[src/rtl/score_bcd_conv_pkg.sv]
// rtl/score_bcd_conv_pkg.sv - shared types and constants for the score BCD converter
package score_bcd_conv_pkg;

  typedef enum logic [2:0] {
    ST_IDLE,
    ST_LOAD,
    ST_SHIFT,
    ST_STORE,
    ST_DONE
  } state_t;

  localparam int         N_OPERANDS = 7;
  localparam int         SHIFT_BITS = 10;
  localparam int         BCD_W      = 16;
  localparam logic [9:0] BET_MAX    = 10'd999;
  localparam logic [2:0] BET_IDX    = 3'd6;

  // Four BCD digits top out at 9999, but the LCD field for the bet is three digits wide
  function automatic logic [9:0] sat_bet(input logic [9:0] v);
    return (v > BET_MAX) ? BET_MAX : v;
  endfunction

endpackage

[src/rtl/score_bcd_conv_bcd_add3.sv]
// rtl/score_bcd_conv_bcd_add3.sv - double-dabble add-3 correction over a packed BCD accumulator
module bcd_add3
  import score_bcd_conv_pkg::*;
(
  input  logic [BCD_W-1:0] acc_in,
  output logic [BCD_W-1:0] acc_out
);

  // Any digit >= 5 would overflow past 9 after the next left shift, so pre-add 3
  always_comb begin
    acc_out = acc_in;
    for (int d = 0; d < BCD_W / 4; d++) begin
      if (acc_in[4*d +: 4] >= 4'd5) begin
        acc_out[4*d +: 4] = acc_in[4*d +: 4] + 4'd3;
      end
    end
  end

endmodule

[src/rtl/score_bcd_conv.sv]
// rtl/score_bcd_conv.sv - sequential binary-to-BCD converter for the seven LCD game fields
module score_bcd_conv
  import score_bcd_conv_pkg::*;
(
  input  logic             clk,
  input  logic             rst_n,
  input  logic             start,
  input  logic [7:0]       p_score,
  input  logic [7:0]       d_score,
  input  logic [7:0]       p_fh,
  input  logic [7:0]       p_sh,
  input  logic [7:0]       d_fh,
  input  logic [7:0]       d_sh,
  input  logic [9:0]       bet,
  output logic [BCD_W-1:0] p_score_bcd,
  output logic [BCD_W-1:0] d_score_bcd,
  output logic [BCD_W-1:0] p_fh_bcd,
  output logic [BCD_W-1:0] p_sh_bcd,
  output logic [BCD_W-1:0] d_fh_bcd,
  output logic [BCD_W-1:0] d_sh_bcd,
  output logic [BCD_W-1:0] bet_bcd,
  output logic             busy,
  output logic             trigger
);

  state_t           state, state_nxt;
  logic [2:0]       idx;
  logic [3:0]       bit_cnt;
  logic [9:0]       shreg;
  logic [9:0]       operand;
  logic [BCD_W-1:0] acc, acc_adj;
  logic [9:0]       snap  [N_OPERANDS];
  logic [BCD_W-1:0] stage [N_OPERANDS];
  logic [BCD_W-1:0] out_q [N_OPERANDS];

  bcd_add3 u_add3 (
    .acc_in  (acc),
    .acc_out (acc_adj)
  );

  // Pick the snapshot currently being converted; the bet is clamped for its display field
  always_comb begin
    operand = snap[idx];
    if (idx == BET_IDX) begin
      operand = sat_bet(snap[idx]);
    end
  end

  // State register
  always_ff @(posedge clk) begin
    if (!rst_n) begin
      state <= ST_IDLE;
    end else begin
      state <= state_nxt;
    end
  end

  // Next-state sequencing: per operand one LOAD, ten SHIFTs, one STORE; DONE after the last
  always_comb begin
    state_nxt = state;
    busy      = 1'b1;
    trigger   = 1'b0;
    case (state)
      ST_IDLE: begin
        busy = 1'b0;
        if (start) state_nxt = ST_LOAD;
      end
      ST_LOAD:  state_nxt = ST_SHIFT;
      ST_SHIFT: if (bit_cnt == 4'(SHIFT_BITS - 1)) state_nxt = ST_STORE;
      ST_STORE: state_nxt = (idx == 3'(N_OPERANDS - 1)) ? ST_DONE : ST_LOAD;
      ST_DONE: begin
        trigger   = 1'b1;
        state_nxt = ST_IDLE;
      end
      default:  state_nxt = ST_IDLE;
    endcase
  end

  // Datapath: snapshot, double-dabble shifting, staging, and the all-at-once output update
  always_ff @(posedge clk) begin
    if (!rst_n) begin
      idx     <= '0;
      bit_cnt <= '0;
      shreg   <= '0;
      acc     <= '0;
      for (int i = 0; i < N_OPERANDS; i++) begin
        snap[i]  <= '0;
        stage[i] <= '0;
        out_q[i] <= '0;
      end
    end else begin
      case (state)
        ST_IDLE: begin
          if (start) begin
            snap[0] <= {2'b00, p_score};
            snap[1] <= {2'b00, d_score};
            snap[2] <= {2'b00, p_fh};
            snap[3] <= {2'b00, p_sh};
            snap[4] <= {2'b00, d_fh};
            snap[5] <= {2'b00, d_sh};
            snap[6] <= bet;
            idx     <= '0;
          end
        end
        ST_LOAD: begin
          shreg   <= operand;
          acc     <= '0;
          bit_cnt <= '0;
        end
        ST_SHIFT: begin
          {acc, shreg} <= {acc_adj, shreg} << 1;
          bit_cnt      <= bit_cnt + 4'd1;
        end
        ST_STORE: begin
          stage[idx] <= acc;
          if (idx != 3'(N_OPERANDS - 1)) idx <= idx + 3'd1;
        end
        ST_DONE: begin
          for (int i = 0; i < N_OPERANDS; i++) out_q[i] <= stage[i];
        end
        default: ;
      endcase
    end
  end

  assign p_score_bcd = out_q[0];
  assign d_score_bcd = out_q[1];
  assign p_fh_bcd    = out_q[2];
  assign p_sh_bcd    = out_q[3];
  assign d_fh_bcd    = out_q[4];
  assign d_sh_bcd    = out_q[5];
  assign bet_bcd     = out_q[6];

endmodule

[config.mk]
export PLATFORM = sky130hd
export DESIGN_NAME = score_bcd_conv
export DESIGN_NICKNAME = d
export VERILOG_FILES = /design/src/rtl/score_bcd_conv_pkg.sv /design/src/rtl/score_bcd_conv_bcd_add3.sv /design/src/rtl/score_bcd_conv.sv
export SDC_FILE = /design/constraint.sdc
export NUM_CORES = 1
export LEC_CHECK = 0
export ABC_AREA = 1
export ABC_CLOCK_PERIOD_IN_PS = 7950
export BUFFER_PORTS_ARGS = -buffer_cell sky130_fd_sc_hd__buf_2
export CORE_MARGIN = 5
export CORE_UTILIZATION = 36
export CTS_CLUSTER_SIZE = 16
export DETAILED_ROUTE_END_ITERATION = 10
export PLACE_DENSITY = 0.66
export SYNTH_ARGS = -nofsm -noshare
export SYNTH_HDL_FRONTEND = slang
export SYNTH_SLANG_ARGS = --single-unit
[constraint.sdc]
create_clock -name clk -period 7.95 [get_ports clk]
set_input_delay 1.59 -clock clk [delete_from_list [all_inputs] [get_ports clk]]
set_output_delay 1.59 -clock clk [all_outputs]
set_load 0.02 [all_outputs]
# --- Yosys cells after proc, flatten, opt, wreduce, memory -nomap -nowiden ---
# Memories as Yosys holds them, arrays and structs flattened. A register that Yosys moved wholly into a read port is not among the register bits.
# Index checks and enable logic that the tools add are counted.
op_classes:
  magnitude_cmp: 5
  addsub: 6
  muxes: 47
  eq_ne: 10
  n_reduce_logical: 6
  n_bitwise: 14
op_table:
  columns: ["cell", "count"]
  rows:
  - ["2-to-1 mux 16 bit", 8]
  - ["2-to-1 mux 10 bit", 9]
  - ["case mux 16 bit (2 select lines)", 1]
  - ["2-to-1 mux 3 bit", 9]
  - ["case mux 10 bit (2 select lines)", 1]
  - ["greater-or-equal comparator 4 x 3 -> 1 bit, second input constant", 4]
  - ["OR reduction 16 bit", 1]
  - ["OR 1 bit", 14]
  - ["2-to-1 mux 1 bit", 13]
  - ["adder 4 x 2 -> 4 bit, second input constant", 3]
  - ["2-to-1 mux 4 bit", 3]
  - ["case mux 3 bit (4 select lines)", 1]
  - ["> comparator 10 bit, second input constant", 1]
  - ["case mux 4 bit (2 select lines)", 1]
  - ["== test 3 x 2 -> 1 bit, second input constant", 2]
  - ["== test 3 bit, second input constant", 2]
  - ["!= test 2 bit, second input constant", 3]
  - ["case mux 3 bit (2 select lines)", 1]
  - ["adder 4 x 1 -> 4 bit, second input constant", 1]
  - ["== test 4 bit, second input constant", 1]
  - ["nonzero test 2 bit", 2]
  - ["adder 3 x 1 -> 3 bit, second input constant", 1]
  - ["adder 3 x 2 -> 3 bit, second input constant", 1]
  - ["== test 3 x 1 -> 1 bit, second input constant", 1]
  - ["other kinds (4)", 4]
totals:
  out_inout_bits: 114
  word_cells: 96
  mem_count: 3
  mem_bits_rw: 294
  inputBits: 61
  regBits: 36
memory_table:
  columns: ["name", "words", "word_bits", "read_ports", "rd_ports_with_merged_regs", "wr", "line", "source"]
  rows:
  - ["out_q", 7, 16, 7, 0, 7, "score_bcd_conv.sv:34", "logic [BCD_W-1:0] out_q [N_OPERANDS];"]
  - ["stage", 7, 16, 7, 0, 7, "score_bcd_conv.sv:33", "logic [BCD_W-1:0] stage [N_OPERANDS];"]
  - ["snap", 7, 10, 1, 1, 7, "score_bcd_conv.sv:32", "logic [9:0] snap [N_OPERANDS];"]

# --- Longest topological paths before layout ---
depth:
  depth_word: 6
  ltp_mapped: 13
  ltp_nobuf: 11

# --- Cells and area by module ---
# Synthesis repeated with hierarchy kept, for this count alone.
hier_totals:
  hier_cells: 1241
  hier_area_um2: 13055.0
by_module_without_submodules:
  columns: ["module", "cells_each", "seq_area_each_um2", "n_inst", "area_each_um2"]
  rows:
  - ["score_bcd_conv", 1153, 9088.7, 1, 12564.6]
  - ["bcd_add3", 88, 0.0, 1, 490.5]

# --- Worst setup path before layout ---
# OpenSTA, ideal clock, no wires.
synth_timing:
  kind: "input port to flip-flop"
  startpoint: "in start"
  endpoint: "mem snap[0][0], enable pin"
  t_arrival_ps: 5771
  required_ps: 7393
  setup_ps: 557
  path_buffers: 0
  cell_stages: 2
  path_slack_ps: 1622
  cell_sequence: "inv_1 -> o21ai_0"
synth_rtl:
  columns: ["element", "line", "source"]
  rows:
  - ["start: declaration", "score_bcd_conv.sv:7", "input logic start,"]
  - ["end: declaration", "score_bcd_conv.sv:32", null]

==> flow_summary.html <==
<table>
<tr><th>Metric</th><th>Value</th></tr>
<tr><th colspan="2">Timing</th></tr>
<tr><td>Final worst path period need</td><td>a little over 4000 ps</td></tr>
<tr><td>Final worst clock skew</td><td>~28 ps</td></tr>
<tr><td>Max Freq</td><td>between 0.2 and 0.25 GHz</td></tr>
<tr><td>Sum Neg Setup Slack</td><td>0 ps</td></tr>
<tr><td>Headroom to the max-slew limit</td><td>28.9%</td></tr>
<tr><td>Final setup violating endpoints</td><td>0</td></tr>
<tr><td>Final period utilization</td><td>52.2%</td></tr>
<tr><td>Setup repair after global routing missed its margin</td><td>no</td></tr>
<tr><td>Max-slew violation count</td><td>0</td></tr>
<tr><td>PnR worst setup slack</td><td>roughly 3800 ps</td></tr>
<tr><td>Number of hold violations in the final report</td><td>0</td></tr>
<tr><td>Worst hold slack after final layout</td><td>around 460 ps</td></tr>
<tr><td>Measured slew at the worst slew-check pin</td><td>roughly 1100 ps</td></tr>
<tr><th colspan="2">Clock tree</th></tr>
<tr><td>Root buffer cell</td><td>clkbuf_16</td></tr>
<tr><td>Clock tree from TritonCTS</td><td>done</td></tr>
<tr><td>Number of clock sinks seen by CTS</td><td>321</td></tr>
<tr><td>Post-CTS setup buffer count</td><td>0</td></tr>
<tr><td>Clock-pin slew on the worst setup and hold paths</td><td>roughly 60 ps</td></tr>
<tr><td>Num CTS Buffers</td><td>35</td></tr>
<tr><td>Number of gates given a new drive strength after cts</td><td>0</td></tr>
<tr><td>CTS Hold Bufs</td><td>0</td></tr>
<tr><td>Maximum count of clock buffers along a single path</td><td>3</td></tr>
<tr><td>H-tree level count</td><td>2</td></tr>
<tr><td>Latest clock arrival within the worst-skew pair</td><td>520 ps</td></tr>
<tr><th colspan="2">Synth</th></tr>
<tr><td>Number of distinct library cell variants in the gate-level netlist after synthesis</td><td>about 40</td></tr>
<tr><td>Primary flip-flop cell chosen by synthesis mapping</td><td>edfxtp_1</td></tr>
<tr><td>FFs w/ async S/R, synth</td><td>0%</td></tr>
<tr><td>Syn avg cell area</td><td>about 11 um2</td></tr>
<tr><td>Number of enable-type register cells in the synthesized netlist</td><td>around 270</td></tr>
<tr><td>Seq cells post-synth</td><td>between 300 and 400</td></tr>
<tr><td>Share of synthesized area occupied by flip-flops and latches</td><td>a little over two thirds</td></tr>
<tr><td>Synthesis warning total</td><td>0</td></tr>
<tr><td>Net count after synthesis</td><td>1278</td></tr>
<tr><td>Combined area of all synthesized cells</td><td>0.0129 mm2</td></tr>
<tr><td>Gate count after technology mapping</td><td>about 1.2k</td></tr>
<tr><th colspan="2">Floorplan</th></tr>
<tr><td>Die extent in x</td><td>about 200 um</td></tr>
<tr><td>Effective utilization at floorplan</td><td>between 30 and 40%</td></tr>
<tr><td>Die Height</td><td>about 200 um</td></tr>
<tr><td>I/O pin count</td><td>between 150 and 200</td></tr>
<tr><td>Num rows</td><td>between 60 and 70</td></tr>
<tr><td>Core area</td><td>between 0.03 and 0.04 mm2</td></tr>
<tr><td>Total Die Area</td><td>0.0398 mm2</td></tr>
<tr><th colspan="2">GRT</th></tr>
<tr><td>Vias in the first global route</td><td>approximately 8.3k</td></tr>
<tr><td>Pin count of the biggest net entering global routing</td><td>97</td></tr>
<tr><td>Antenna violations before repair</td><td>0</td></tr>
<tr><td>First-pass GRT wire length</td><td>about 44 mm</td></tr>
<tr><td>Global-route usage over all layers</td><td>13.8%</td></tr>
<tr><td>GRT overflow</td><td>0</td></tr>
<tr><th colspan="2">Critical path</th></tr>
<tr><td>Data arrival time of the critical path</td><td>around 4300 ps</td></tr>
<tr><td>Critical Path Fanout Max</td><td>87</td></tr>
<tr><td>Element type at the critical path start</td><td>input port</td></tr>
<tr><td>Type of element capturing the critical path</td><td>register</td></tr>
<tr><td>Kind of critical path</td><td>input port to register</td></tr>
<tr><td>Worst endpoint required time</td><td>a little over 8000 ps</td></tr>
<tr><td>Setup slack of the most critical reg-to-reg path</td><td>roughly 5300 ps</td></tr>
<tr><th colspan="2">Placed design</th></tr>
<tr><td>Detail Placement HPWL</td><td>about 19 mm</td></tr>
<tr><td>Final RePlAce weighted congestion</td><td>0.841</td></tr>
<tr><td>Cell area after placement</td><td>0.0142 mm2</td></tr>
<tr><td>Minimum setup slack after placement</td><td>3250 ps</td></tr>
<tr><td>Count of input and output buffers</td><td>roughly 170</td></tr>
<tr><td>Placed cells</td><td>approximately 1.8k</td></tr>
<tr><th colspan="2">Worst hold path</th></tr>
<tr><td>Min-Delay Path Class</td><td>register to register</td></tr>
<tr><th colspan="2">Layout</th></tr>
<tr><td>Post-route cell area</td><td>0.0153 mm2</td></tr>
<tr><td>Antenna diodes</td><td>0</td></tr>
<tr><td>Layout cell share with drive strength beyond 1</td><td>18.5%</td></tr>
<tr><td>Final #Nets</td><td>approximately 1.5k</td></tr>
<tr><td>Area added between synthesis and finish</td><td>18.0%</td></tr>
<tr><td>Fill cell instance count of the final layout</td><td>roughly 3.3k</td></tr>
<tr><td>Non-filler instance count after layout</td><td>~1.9k</td></tr>
<tr><th colspan="2">Routing</th></tr>
<tr><td>Post-route DRC</td><td>0</td></tr>
<tr><td>Routed length per instance</td><td>15.0 um</td></tr>
<tr><td>DRC violation total after the first TritonRoute iteration</td><td>just under 600</td></tr>
<tr><td>Routed vias</td><td>8344</td></tr>
<tr><td>TritonRoute pass-1 iters</td><td>5</td></tr>
<tr><td>Average via count per standard cell</td><td>~4.5</td></tr>
<tr><td>Final ANT Viol Nets</td><td>0</td></tr>
<tr><td>DRT Wirelength</td><td>27.9 mm</td></tr>
<tr><th colspan="2">Power</th></tr>
<tr><td>Total leakage power</td><td>between 6 and 7 nW</td></tr>
<tr><td>PD cells</td><td>about 240 mW/mm2</td></tr>
<tr><td>Max VDD drop</td><td>between 0.0001 and 0.00015 V</td></tr>
<tr><th colspan="2">Status</th></tr>
<tr><td>Status</td><td>finished, final reports clean</td></tr>
<tr><th colspan="2">Run</th></tr>
<tr><td>Maxcap violations</td><td>0</td></tr>
</table>
## path summary, 6_finish.rpt
path                                       startpoint                   endpoint  depth (start not counted)
worst max-delay path                            rst_n  out_q[1][8]$_SDFFCE_PN0P_                          5
worst min-delay path              acc[7]$_SDFFE_PN0N_        acc[7]$_SDFFE_PN0N_                          2
worst max register to register  state[0]$_SDFFE_PN0P_  out_q[1][8]$_SDFFCE_PN0P_                          3
worst min register to register    acc[7]$_SDFFE_PN0N_        acc[7]$_SDFFE_PN0N_                          2
## worst max-delay path, stage by stage
cell	delay, ps
buf_2	80
buf_4	520
clkinv_1	840
or2_4	650
buf_4	460
## cells in the mapped netlist (4+ instances only)
| cell type | count | area (um2) |
|---|---|---|
| nor2_1 | 277 | 1040 |
| clkbuf_1 | 19 | 71.3 |
| dfxtp_1 | 55 | 1100 |
| edfxtp_1 | 266 | 7990 |
| a31oi_1 | 4 | 25.0 |
| buf_6 | 8 | 90.1 |
| nor3_1 | 4 | 20.0 |
| inv_1 | 228 | 856 |
| nand3_1 | 28 | 140 |
| a21oi_1 | 51 | 255 |
| inv_2 | 7 | 26.3 |
| nand2_2 | 7 | 43.8 |
| buf_2 | 18 | 90.1 |
| ha_1 | 12 | 150 |
| nand2_1 | 137 | 514 |
| o21ai_0 | 48 | 240 |
## logic make-up after synthesis
family	after synthesis	share of synthesized area [%]
buf+inv	284	8.92
xor+xnor	3	0.203
fa+ha+maj	12	1.16
compound gates	118	4.90
simple gates	467	14.5
flops	321	70.3
## through the flow
step	utilization, %	power [W]
after floorplan	-	0.00218
after global placement	40.0	0.00227
after detailed placement	40.0	0.00228
after CTS	43.0	0.00378
after global routing	43.0	0.00390
final	43.0	0.00374
## registers in the layout, indices dropped and copies added (netlist names), named ones only
| name | flops |
|---|---|
| out_q | 112 |
| snap | 58 |
| state | 3 |
| stage | 112 |
| bit_cnt | 4 |
| acc | 16 |
| idx | 3 |
| shreg | 10 |
## area by class of cell
cell class	count	area (um2)	area share, %
tap	461	577	3.78
multi-input combinational	600	2720	17.8
clock inverter	18	144	0.943
inverter	238	895	5.86
clock buffer	44	920	6.03
timing repair buffer	181	923	6.05
sequential	321	9090	59.6
## report_power, final
group          switching, W  internal (W)  total (W)
clock network      0.000640      0.000860    0.00150
logic              0.000206     0.0000799   0.000286
registers         0.0000355       0.00192    0.00195
total              0.000882       0.00286    0.00374
## cell usage in the layout (no fill, tap or decap), types with 8 or more instances in the layout
cell type and count:
a21oi_1 51, clkbuf_1 8, nand3_1 28, buf_2 174
o21ai_0 47, nand2_2 8, nor2_1 277, nand2_1 136
clkinv_2 11, edfxtp_1 266, clkbuf_16 35, ha_1 12
dfxtp_1 55, inv_1 228
## routing by layer
metal / vias to the layer above / part of all wire, % / track usage (%)
li1: 4181 / - / -
met2: 247 / 46 / 22.5
met4: 0 / 1.6 / 3.35
met1: 3885 / 46 / 19.3
met3: 31 / 6.5 / 2.73
met5: - / 0 / 0
Power figures use the tool's default switching activity.
